`src/rtl/write_arb_pkg.sv`:
```
// Shared types and helpers for the round-robin write channel mux.
// State encoding is only used when WCRM_PACKET_LOCK_EN is defined.
package write_arb_pkg;

  typedef enum logic {
    ST_IDLE = 1'b0,
    ST_LOCK = 1'b1
  } wr_state_e;

  // Port-index width, never less than one bit so a single-port build still has a port field.
  function automatic int sel_width(input int n);
    return (n <= 1) ? 1 : $clog2(n);
  endfunction

endpackage

```
`src/rtl/write_channel_rr_mux_arbiter.sv`:
```
// Round-robin arbiter: searches a doubled request vector above ptr, or
// grants only hold_idx while hold is asserted.
module rr_arbiter
  import write_arb_pkg::*;
#(
  parameter int N = 16,
  localparam int SEL_W = sel_width(N)
) (
  input  logic [N-1:0]     req,
  input  logic [SEL_W-1:0] ptr,
  input  logic             hold,
  input  logic [SEL_W-1:0] hold_idx,
  output logic [N-1:0]     grant,
  output logic [SEL_W-1:0] grant_idx
);

  logic [2*N-1:0] w_dbl;
  logic [2*N-1:0] w_mask;
  logic           w_found;

  assign w_dbl = {req, req};

  // Window (ptr, ptr+N] over the doubled vector covers every port once, starting after ptr.
  always_comb begin
    w_mask = '0;
    for (int j = 0; j < 2*N; j++) begin
      w_mask[j] = (j > int'(ptr)) && (j <= int'(ptr) + N);
    end
  end

  always_comb begin
    grant     = '0;
    grant_idx = '0;
    w_found   = 1'b0;
    if (hold) begin
      if (req[hold_idx]) begin
        grant[hold_idx] = 1'b1;
        grant_idx       = hold_idx;
      end
    end else begin
      for (int j = 0; j < 2*N; j++) begin
        if (!w_found && w_dbl[j] && w_mask[j]) begin
          w_found   = 1'b1;
          grant_idx = SEL_W'((j >= N) ? (j - N) : j);
        end
      end
      if (w_found) grant[grant_idx] = 1'b1;
    end
  end

endmodule

```
`src/rtl/write_channel_rr_mux.sv`:
```
// Round-robin write channel mux with a registered valid/ready output stage.
// Define WCRM_PACKET_LOCK_EN to hold the grant on one port until its last beat.
module write_channel_rr_mux
  import write_arb_pkg::*;
#(
  parameter int NUM_PORTS  = 16,
  parameter int DATA_WIDTH = 64,
  localparam int SEL_W     = sel_width(NUM_PORTS)
) (
  input  logic                            clk,
  input  logic                            rst,
  input  logic [NUM_PORTS-1:0]            in_valid,
  input  logic [NUM_PORTS-1:0]            in_last,
  input  logic [NUM_PORTS*DATA_WIDTH-1:0] in_data,
  output logic [NUM_PORTS-1:0]            in_ready,
  output logic                            out_valid,
  input  logic                            out_ready,
  output logic [DATA_WIDTH-1:0]           out_data,
  output logic [SEL_W-1:0]                out_port,
  output logic                            out_last,
  output logic                            busy
);

  logic                  r_out_valid;
  logic [DATA_WIDTH-1:0] r_out_data;
  logic [SEL_W-1:0]      r_out_port;
  logic                  r_out_last;
  logic [SEL_W-1:0]      r_rr_ptr;

  logic                  w_can_load;
  logic [NUM_PORTS-1:0]  w_grant;
  logic [SEL_W-1:0]      w_grant_idx;
  logic                  w_accept;
  logic                  w_hold;
  logic [SEL_W-1:0]      w_hold_idx;
  logic [DATA_WIDTH-1:0] w_sel_data;
  logic                  w_sel_last;

`ifdef WCRM_PACKET_LOCK_EN
  wr_state_e        r_state;
  logic [SEL_W-1:0] r_lock_port;

  assign w_hold     = (r_state == ST_LOCK);
  assign w_hold_idx = r_lock_port;
  assign busy       = (r_state == ST_LOCK);
`else
  assign w_hold     = 1'b0;
  assign w_hold_idx = '0;
  assign busy       = 1'b0;
`endif

  rr_arbiter #(.N(NUM_PORTS)) u_arb (
    .req       (in_valid),
    .ptr       (r_rr_ptr),
    .hold      (w_hold),
    .hold_idx  (w_hold_idx),
    .grant     (w_grant),
    .grant_idx (w_grant_idx)
  );

  assign w_can_load = !r_out_valid || out_ready;
  assign in_ready   = w_can_load ? w_grant : '0;
  assign w_accept   = |(in_valid & in_ready);
  assign w_sel_data = in_data[int'(w_grant_idx)*DATA_WIDTH +: DATA_WIDTH];
  assign w_sel_last = in_last[w_grant_idx];

  always_ff @(posedge clk) begin
    if (rst) begin
      r_out_valid <= 1'b0;
      r_out_data  <= '0;
      r_out_port  <= '0;
      r_out_last  <= 1'b0;
      r_rr_ptr    <= SEL_W'(NUM_PORTS - 1);
    end else if (w_accept) begin
      r_out_valid <= 1'b1;
      r_out_data  <= w_sel_data;
      r_out_port  <= w_grant_idx;
      r_out_last  <= w_sel_last;
      r_rr_ptr    <= w_grant_idx;
    end else if (out_ready) begin
      r_out_valid <= 1'b0;
    end
  end

`ifdef WCRM_PACKET_LOCK_EN
  always_ff @(posedge clk) begin
    if (rst) begin
      r_state     <= ST_IDLE;
      r_lock_port <= '0;
    end else if (w_accept) begin
      case (r_state)
        ST_IDLE: begin
          if (!w_sel_last) begin
            r_state     <= ST_LOCK;
            r_lock_port <= w_grant_idx;
          end
        end
        ST_LOCK: begin
          if (w_sel_last) r_state <= ST_IDLE;
        end
        default: r_state <= ST_IDLE;
      endcase
    end
  end
`endif

  assign out_valid = r_out_valid;
  assign out_data  = r_out_data;
  assign out_port  = r_out_port;
  assign out_last  = r_out_last;

endmodule

```
`config.mk`:
```
export PLATFORM = sky130hd
export DESIGN_NAME = write_channel_rr_mux
export DESIGN_NICKNAME = d
export VERILOG_FILES = /design/src/rtl/write_arb_pkg.sv /design/src/rtl/write_channel_rr_mux_arbiter.sv /design/src/rtl/write_channel_rr_mux.sv
export SDC_FILE = /design/constraint.sdc
export NUM_CORES = 1
export LEC_CHECK = 0
export CORE_AREA = 2 2 452 454
export CTS_BUF_LIST = sky130_fd_sc_hd__clkbuf_2 sky130_fd_sc_hd__clkbuf_4 sky130_fd_sc_hd__clkbuf_8
export DETAILED_ROUTE_END_ITERATION = 8
export DIE_AREA = 0 0 454 456
export GPL_ROUTABILITY_DRIVEN = 0
export GPL_TIMING_DRIVEN = 0
export HOLD_SLACK_MARGIN = 0.05
export PLACE_DENSITY_LB_ADDON = 0.08
export RECOVER_POWER = 25
export SYNTH_ARGS = -nofsm -noshare
export SYNTH_HDL_FRONTEND = slang
export SYNTH_SLANG_ARGS = --single-unit
```
`constraint.sdc`:
```
create_clock -name clk -period 8.5 [get_ports clk]
set_input_delay 1.275 -clock clk [delete_from_list [all_inputs] [get_ports clk]]
set_output_delay 1.275 -clock clk [all_outputs]
set_load 0.1 [all_outputs]
```
* Word-level counts from Yosys, hierarchy flattened *
Cells that the tools add are included.

storage, ports and cells
  logic and storage cells = 237
  register bits = 74
  output and inout port bits = 87
  input bits = 1,059

cells by class
  reductions and logical operators = 111
  muxes and demuxes = 70
  add/subtract/negate cells = 1
  bitwise logic cells = 1
  order comparisons = 48
  shift operators = 1

operators by type and width
  kind                                                                                  number
  1024-bit by 11-bit variable part select with 64-bit output                            1
  6-bit by 32-bit <= comparator with 1-bit output (first input constant)                9
  4-bit two-way mux                                                                     30
  1-bit logical AND                                                                     77
  4-bit by 6-bit <= comparator with 1-bit output (first input constant)                 8
  5-bit by 6-bit <= comparator with 1-bit output (first input constant)                 7
  1-bit two-way mux                                                                     36
  4-bit > comparator (first input constant)                                             8
  16-bit two-way mux                                                                    2
  1-bit logical NOT                                                                     31
  3-bit by 6-bit <= comparator with 1-bit output (first input constant)                 4
  16-bit AND                                                                            1
  3-bit by 4-bit > comparator with 1-bit output (first input constant)                  4
  16-bit OR reduction                                                                   1
  2-bit by 6-bit <= comparator with 1-bit output (first input constant)                 2
  2-bit by 4-bit > comparator with 1-bit output (first input constant)                  2
  4-bit by 5-bit adder with 6-bit output (second input constant)                        1
  1-bit by 6-bit <= comparator with 1-bit output (first input constant)                 1
  4-bit by 5-bit < comparator with 1-bit output (second input constant)                 1
  1-bit binary-select mux with 4-bit select                                             1
  1-bit demux with 4-bit select                                                         1
  4-bit by 1-bit greater-or-equal comparator with 1-bit output (second input constant)  1
  1-bit by 4-bit > comparator with 1-bit output (first input constant)                  1
  2-bit nonzero test                                                                    1
  1-bit logical OR                                                                      1

* Depth between registers and ports, before layout *
Gate-level depths: netlist (run 1).

  depth after elaboration = 134
  depth in mapped cells = 17
  mapped depth without buffers = 10

* Modules after synthesis *
From an unflattened synthesis (run 1), not the netlist that was laid out.

unflattened totals
  cell total of the unflattened synthesis = 1,115
  area total of the unflattened synthesis = 12,110.4 um^2

by module, submodules not included
  module                seq. area each (um^2)  instances  area an instance (um^2)  cells each
  write_channel_rr_mux  1,481.4                1          10,755.3                 912
  rr_arbiter            0.0                    1          1,355.0                  203

* Worst setup path after synthesis (run 1) *
OpenSTA, ideal clock, no wires.

  kind = in2out
  start point = input port in_valid[1]
  end point = output port in_ready[4]
  arrival time = 5.523 ns
  stages on the path = 12
  path buffers = 4
  slack = 1.702 ns
  required time = 7.225 ns
  path through = or4b_1 > a41oi_2 > nor3_2 > nand2_1 > o22ai_4 > nor2_2 > buf_4 > buf_4 > buf_2 > buf_1 > nand2_1 > nor3_1

on the way
  cells in the longest elaborated chain, start to end = 128
  elaborated cells between the ends (all ways) = 160
  classes of those cells = order compare: 2; mux: 66; reduce/logical: 92

RTL lines
  what                                                                                                                                                 line                                text
  start, declared                                                                                                                                      write_channel_rr_mux.sv:12          input logic [NUM_PORTS-1:0] in_valid,
  1-bit logical AND                                                                                                                                    write_channel_rr_mux_arbiter.sv:42  if (!w_found && w_dbl[j] && w_mask[j]) begin
  1-bit two-way mux                                                                                                                                    write_channel_rr_mux_arbiter.sv:42
  1-bit logical NOT                                                                                                                                    write_channel_rr_mux_arbiter.sv:42
  1-bit logical AND (2 in series)                                                                                                                      write_channel_rr_mux_arbiter.sv:42
  1-bit two-way mux                                                                                                                                    write_channel_rr_mux_arbiter.sv:42
  1-bit logical NOT                                                                                                                                    write_channel_rr_mux_arbiter.sv:42
  1-bit logical AND (2 in series)                                                                                                                      write_channel_rr_mux_arbiter.sv:42
  1-bit two-way mux                                                                                                                                    write_channel_rr_mux_arbiter.sv:42
  [... 109 more ...]                                                                                                                                   -
  1-bit logical AND (2 in series)                                                                                                                      write_channel_rr_mux_arbiter.sv:42
  4-bit two-way mux                                                                                                                                    write_channel_rr_mux_arbiter.sv:42
  4-bit by 5-bit < comparator with 1-bit output (implied by the code) or 4-bit by 1-bit greater-or-equal comparator with 1-bit output (tied branches)  write_channel_rr_mux_arbiter.sv:47  if (w_found) grant[grant_idx] = 1'b1;
  1-bit logical AND (implied by the code)                                                                                                              write_channel_rr_mux_arbiter.sv:47
  1-bit two-way mux (implied by the code)                                                                                                              write_channel_rr_mux_arbiter.sv:47
  1-bit demux with 4-bit select                                                                                                                        -
  16-bit two-way mux (*)                                                                                                                               write_channel_rr_mux_arbiter.sv:47
  16-bit two-way mux (*)                                                                                                                               write_channel_rr_mux.sv:62          assign in_ready = w_can_load ? w_grant : '0;
  end, declared                                                                                                                                        write_channel_rr_mux.sv:15          output logic [NUM_PORTS-1:0] in_ready,

Mark *: on every way between the ends. The rest lies on a longest branch, timed or not.

* Final worst setup path (run 1) *
  start point = input port in_valid[11]
  end point = output port in_ready[11]

on the way
  cells in the longest elaborated chain, start to end = 89
  elaborated cells between the ends (all ways) = 111
  classes of those cells = order compare: 2; mux: 46; reduce/logical: 63

RTL lines
  what                                                                                                                                                 line
  1-bit logical AND (2 in series)                                                                                                                      write_channel_rr_mux_arbiter.sv:42
  1-bit two-way mux                                                                                                                                    write_channel_rr_mux_arbiter.sv:42
  1-bit logical NOT                                                                                                                                    write_channel_rr_mux_arbiter.sv:42
  1-bit logical AND (2 in series)                                                                                                                      write_channel_rr_mux_arbiter.sv:42
  1-bit two-way mux                                                                                                                                    write_channel_rr_mux_arbiter.sv:42
  1-bit logical NOT                                                                                                                                    write_channel_rr_mux_arbiter.sv:42
  1-bit logical AND (2 in series)                                                                                                                      write_channel_rr_mux_arbiter.sv:42
  1-bit two-way mux                                                                                                                                    write_channel_rr_mux_arbiter.sv:42
  [... 69 more ...]                                                                                                                                    -
  1-bit logical AND (2 in series)                                                                                                                      write_channel_rr_mux_arbiter.sv:42
  4-bit two-way mux                                                                                                                                    write_channel_rr_mux_arbiter.sv:42
  4-bit by 5-bit < comparator with 1-bit output (implied by the code) or 4-bit by 1-bit greater-or-equal comparator with 1-bit output (tied branches)  write_channel_rr_mux_arbiter.sv:47
  1-bit logical AND (implied by the code)                                                                                                              write_channel_rr_mux_arbiter.sv:47
  1-bit two-way mux (implied by the code)                                                                                                              write_channel_rr_mux_arbiter.sv:47
  1-bit demux with 4-bit select                                                                                                                        -
  16-bit two-way mux (*)                                                                                                                               write_channel_rr_mux_arbiter.sv:47
  16-bit two-way mux (*)                                                                                                                               write_channel_rr_mux.sv:62

Marked as above.

==> results of run 1 <==
[layer usage]
metal	GRT usage (%)	share of wire [%]	vias up
met5	0	0.22	-
met4	4.79	1.9	62
met3	4.39	6.0	178
met2	32.6	53	807
met1	19.7	39	9099
li1	-	-	8425
[flip-flops by register name, summed over array words and instances (netlist names)]
signal	cells
r_rr_ptr	4
out_last	1
out_valid	1
out_port	4
out_data	64
[cells by family after synthesis]
logic type / Yosys count / share of synthesized area [%]
AND/OR/NAND/NOR: 275 / 12.2
other: 1 / 0.0333
buffers and inverters: 190 / 7.47
flip-flops: 74 / 13.2
AO/OA/AOI/OAI: 741 / 53.5
multiplexers: 145 / 13.6
[what timing repair did]
| item | CTS | global route |
|---|---|---|
| setup buffers | 0 | 0 |
| pin swaps | 0 | 0 |
| endpoints found under the setup margin | 5 | 1 |
| resized for setup | 12 | 0 |
[final timing paths]
| path | start | end | cells after the start |
|---|---|---|---|
| max | in_valid[11] | in_ready[11] | 12 |
| min | out_port[1]$_SDFFE_PP0P_ | out_port[1]$_SDFFE_PP0P_ | 2 |
| max reg2reg | r_rr_ptr[1]$_SDFFE_PP1P_ | out_data[40]$_SDFFE_PP0P_ | 15 |
| min reg2reg | out_port[1]$_SDFFE_PP0P_ | out_port[1]$_SDFFE_PP0P_ | 2 |
[area by class of cell]
| cell class | instances | area (µm²) | area share [%] |
|---|---|---|---|
| Timing Repair Buffer | 1150 | 11600 | 43.6 |
| Multi-Input combinational cell | 1162 | 8960 | 33.7 |
| Tap cell | 2672 | 3340 | 12.6 |
| Sequential cell | 74 | 1480 | 5.58 |
| Buffer | 185 | 826 | 3.11 |
| Antenna cell | 57 | 143 | 0.538 |
| Clock buffer | 11 | 139 | 0.523 |
| Clock inverter | 5 | 55.1 | 0.207 |
| Inverter | 3 | 11.3 | 0.0424 |
[where the power goes]
group	leakage [nW]	internal [mW]	switching [mW]	total, mW
combinational	8.14	3.69	9.45	13.1
clock	0.0965	0.141	0.245	0.387
sequential	0.617	0.509	0.113	0.622
[critical path, cell delays in order]
cell	delay [ns]
clkdlybuf4s50_1	0.57
nor2b_1	0.21
o221a_2	0.33
nor4_4	0.53
a31oi_2	0.22
nor2_2	0.72
a2111oi_0	0.16
or3_1	0.34
buf_2	0.27
clkbuf_1	0.55
nor3_1	0.35
clkdlybuf4s50_1	1.21
[metrics by stage]
step           instances  hold WS (ns)  worst slack [ns]  TNS [ns]  power [mW]
2_1_floorplan       1426         0.857              1.70         0        7.32
3_3_place_gp        5241         0.484             -1.36     -8.22        14.4
3_5_place_dp        5248         0.482             -1.34     -4.62        14.5
4_1_cts             5263         0.504             0.125         0        14.9
5_1_grt             5290         0.513            0.0362         0        15.1
6_report            5319         0.504             0.451         0        14.1
[Yosys cell counts (4+ instances only)]
cell type,n
nand3_1,4
o221a_2,13
a222oi_1,67
dfxtp_1,74
a311oi_1,41
o211a_1,83
nand4_1,42
nand2_1,69
buf_1,7
o41a_1,13
o21bai_1,15
o2bb2ai_1,5
nand2b_1,7
and3_1,4
nor3_1,18
nor2_1,95
mux2i_1,78
a21o_1,45
mux2_2,22
buf_2,54
a41oi_1,11
o221ai_1,67
buf_4,14
a221oi_1,44
o21ai_0,79
o21ai_1,5
a22oi_1,105
clkbuf_1,111
o22a_1,4
a22o_1,38
mux2_1,45
a21oi_1,46
o211ai_1,15
o22ai_1,15
nor2_2,4
a31oi_1,7
or2_2,4
==> impl_metrics.tcl, run 1 <==
set metrics [dict create \
    outcome "finished clean" \
    routed_wirelength_um 189000 \
    overflow 0 \
    die_w_um 454 \
    die_h_um 456 \
    hold_violations 0 \
    final_area_um2 26500 \
    area_delta_synth_final_pct 136 \
    fmax_mhz 124 \
    pin_count 1146 \
    final_common_cell "clkdlybuf4s50_1" \
    fp-row-count 165 \
    port_buffers 1143 \
    maxCapViolations 0 \
    vias 18571 \
    start_kind "input pin" \
    skew_ns 0.0260 \
    clk_latency_ns 0.53 \
    core_um2 202000 \
    cts.htree.levels 3 \
    tightest_slew_ns 1.40 \
    antenna_found_initial 111 \
    final_layout_size_suffix_gt1_share_pct 6.33 \
    ctsHoldBuffers 0 \
    hpwlAfterDp_um 165000 \
    hp-class "reg2reg" \
    ctsRootBufferMaster "clkbuf_8" \
    worstPathMaxFanout 10 \
    worstPathRequired_ns 7.22 \
    dieArea_um2 207000 \
    clk_pin_slew_ns 0.13 \
    first_pass_iters 8 \
    drc_errors 0 \
    ir_drop_uv 255 \
    final_net_count 3644 \
    leakagePower_nw 8.85 \
    endpoint_kind "output port" \
    synth_nets 2485 \
    finalSetupViolCount 0 \
    seq_area_frac_synth_pct 13.2 \
    grt_pass1_wl_um 233000 \
    wl_per_cell_um 35.6 \
    setup.worst_path.class "in2out" \
    final_cell_mix "clkdlybuf4s50_1 (1099), clkbuf_1 (107), a22oi_1 (105)" \
    finalCriticalPeriod_ns 8.05 \
    period_share_pct 94.7 \
    n_fill_cell 23159 \
    numCtsBuffers 9 \
    grt_pass1_vias 19872 \
    r2r_slack_ns 2.21 \
    syn-instance-count 1426 \
    synth_area_um2 11300 \
    syn_area_per_cell_um2 7.90 \
    clockBufferDepth 2 \
    avgViaCountPerCell 3.49 \
    place_area_um2 26200 \
    yosys_warnings 0 \
    ys.flop_type "dfxtp_1" \
    grt.total_usage_pct 17.6 \
    async_reset_ff_share_pct 0 \
    cellPowerDensity_nw_per_um2 533 \
    rsz0062_at_grt "false" \
    start_util_pct 5.58 \
    yosysTopAreaCell "dfxtp_1" \
    final_util_pct 13.2 \
    yosysTopAreaCellShare_pct 13.2 \
    worstPathArrival_ns 6.77 \
    drt_iter0_drc 1323 \
    grt_max_degree 20 \
    synth-seq-cells 74 \
    drv_slew 0 \
    yosys-top-cells-area "dfxtp_1 (13%), o211a_1 (7.4%), a22oi_1 (7.0%)" \
    cts_sinks 74 \
    synth_edf_count 0 \
    cts_tree "built" \
    detail-route-antenna-nets 0 \
    synth_cell_type_count 75 \
    maxSlewHeadroom_pct 6.94 \
]
Note: power is estimated with default switching activity, not from simulation.
==> inputs of run 2 (changes only) <==
- CTS_CLUSTER_DIAMETER: not set -> 120
==> results of run 2 <==
No change in the layout: final DEF, timing and power equal those of run 1.
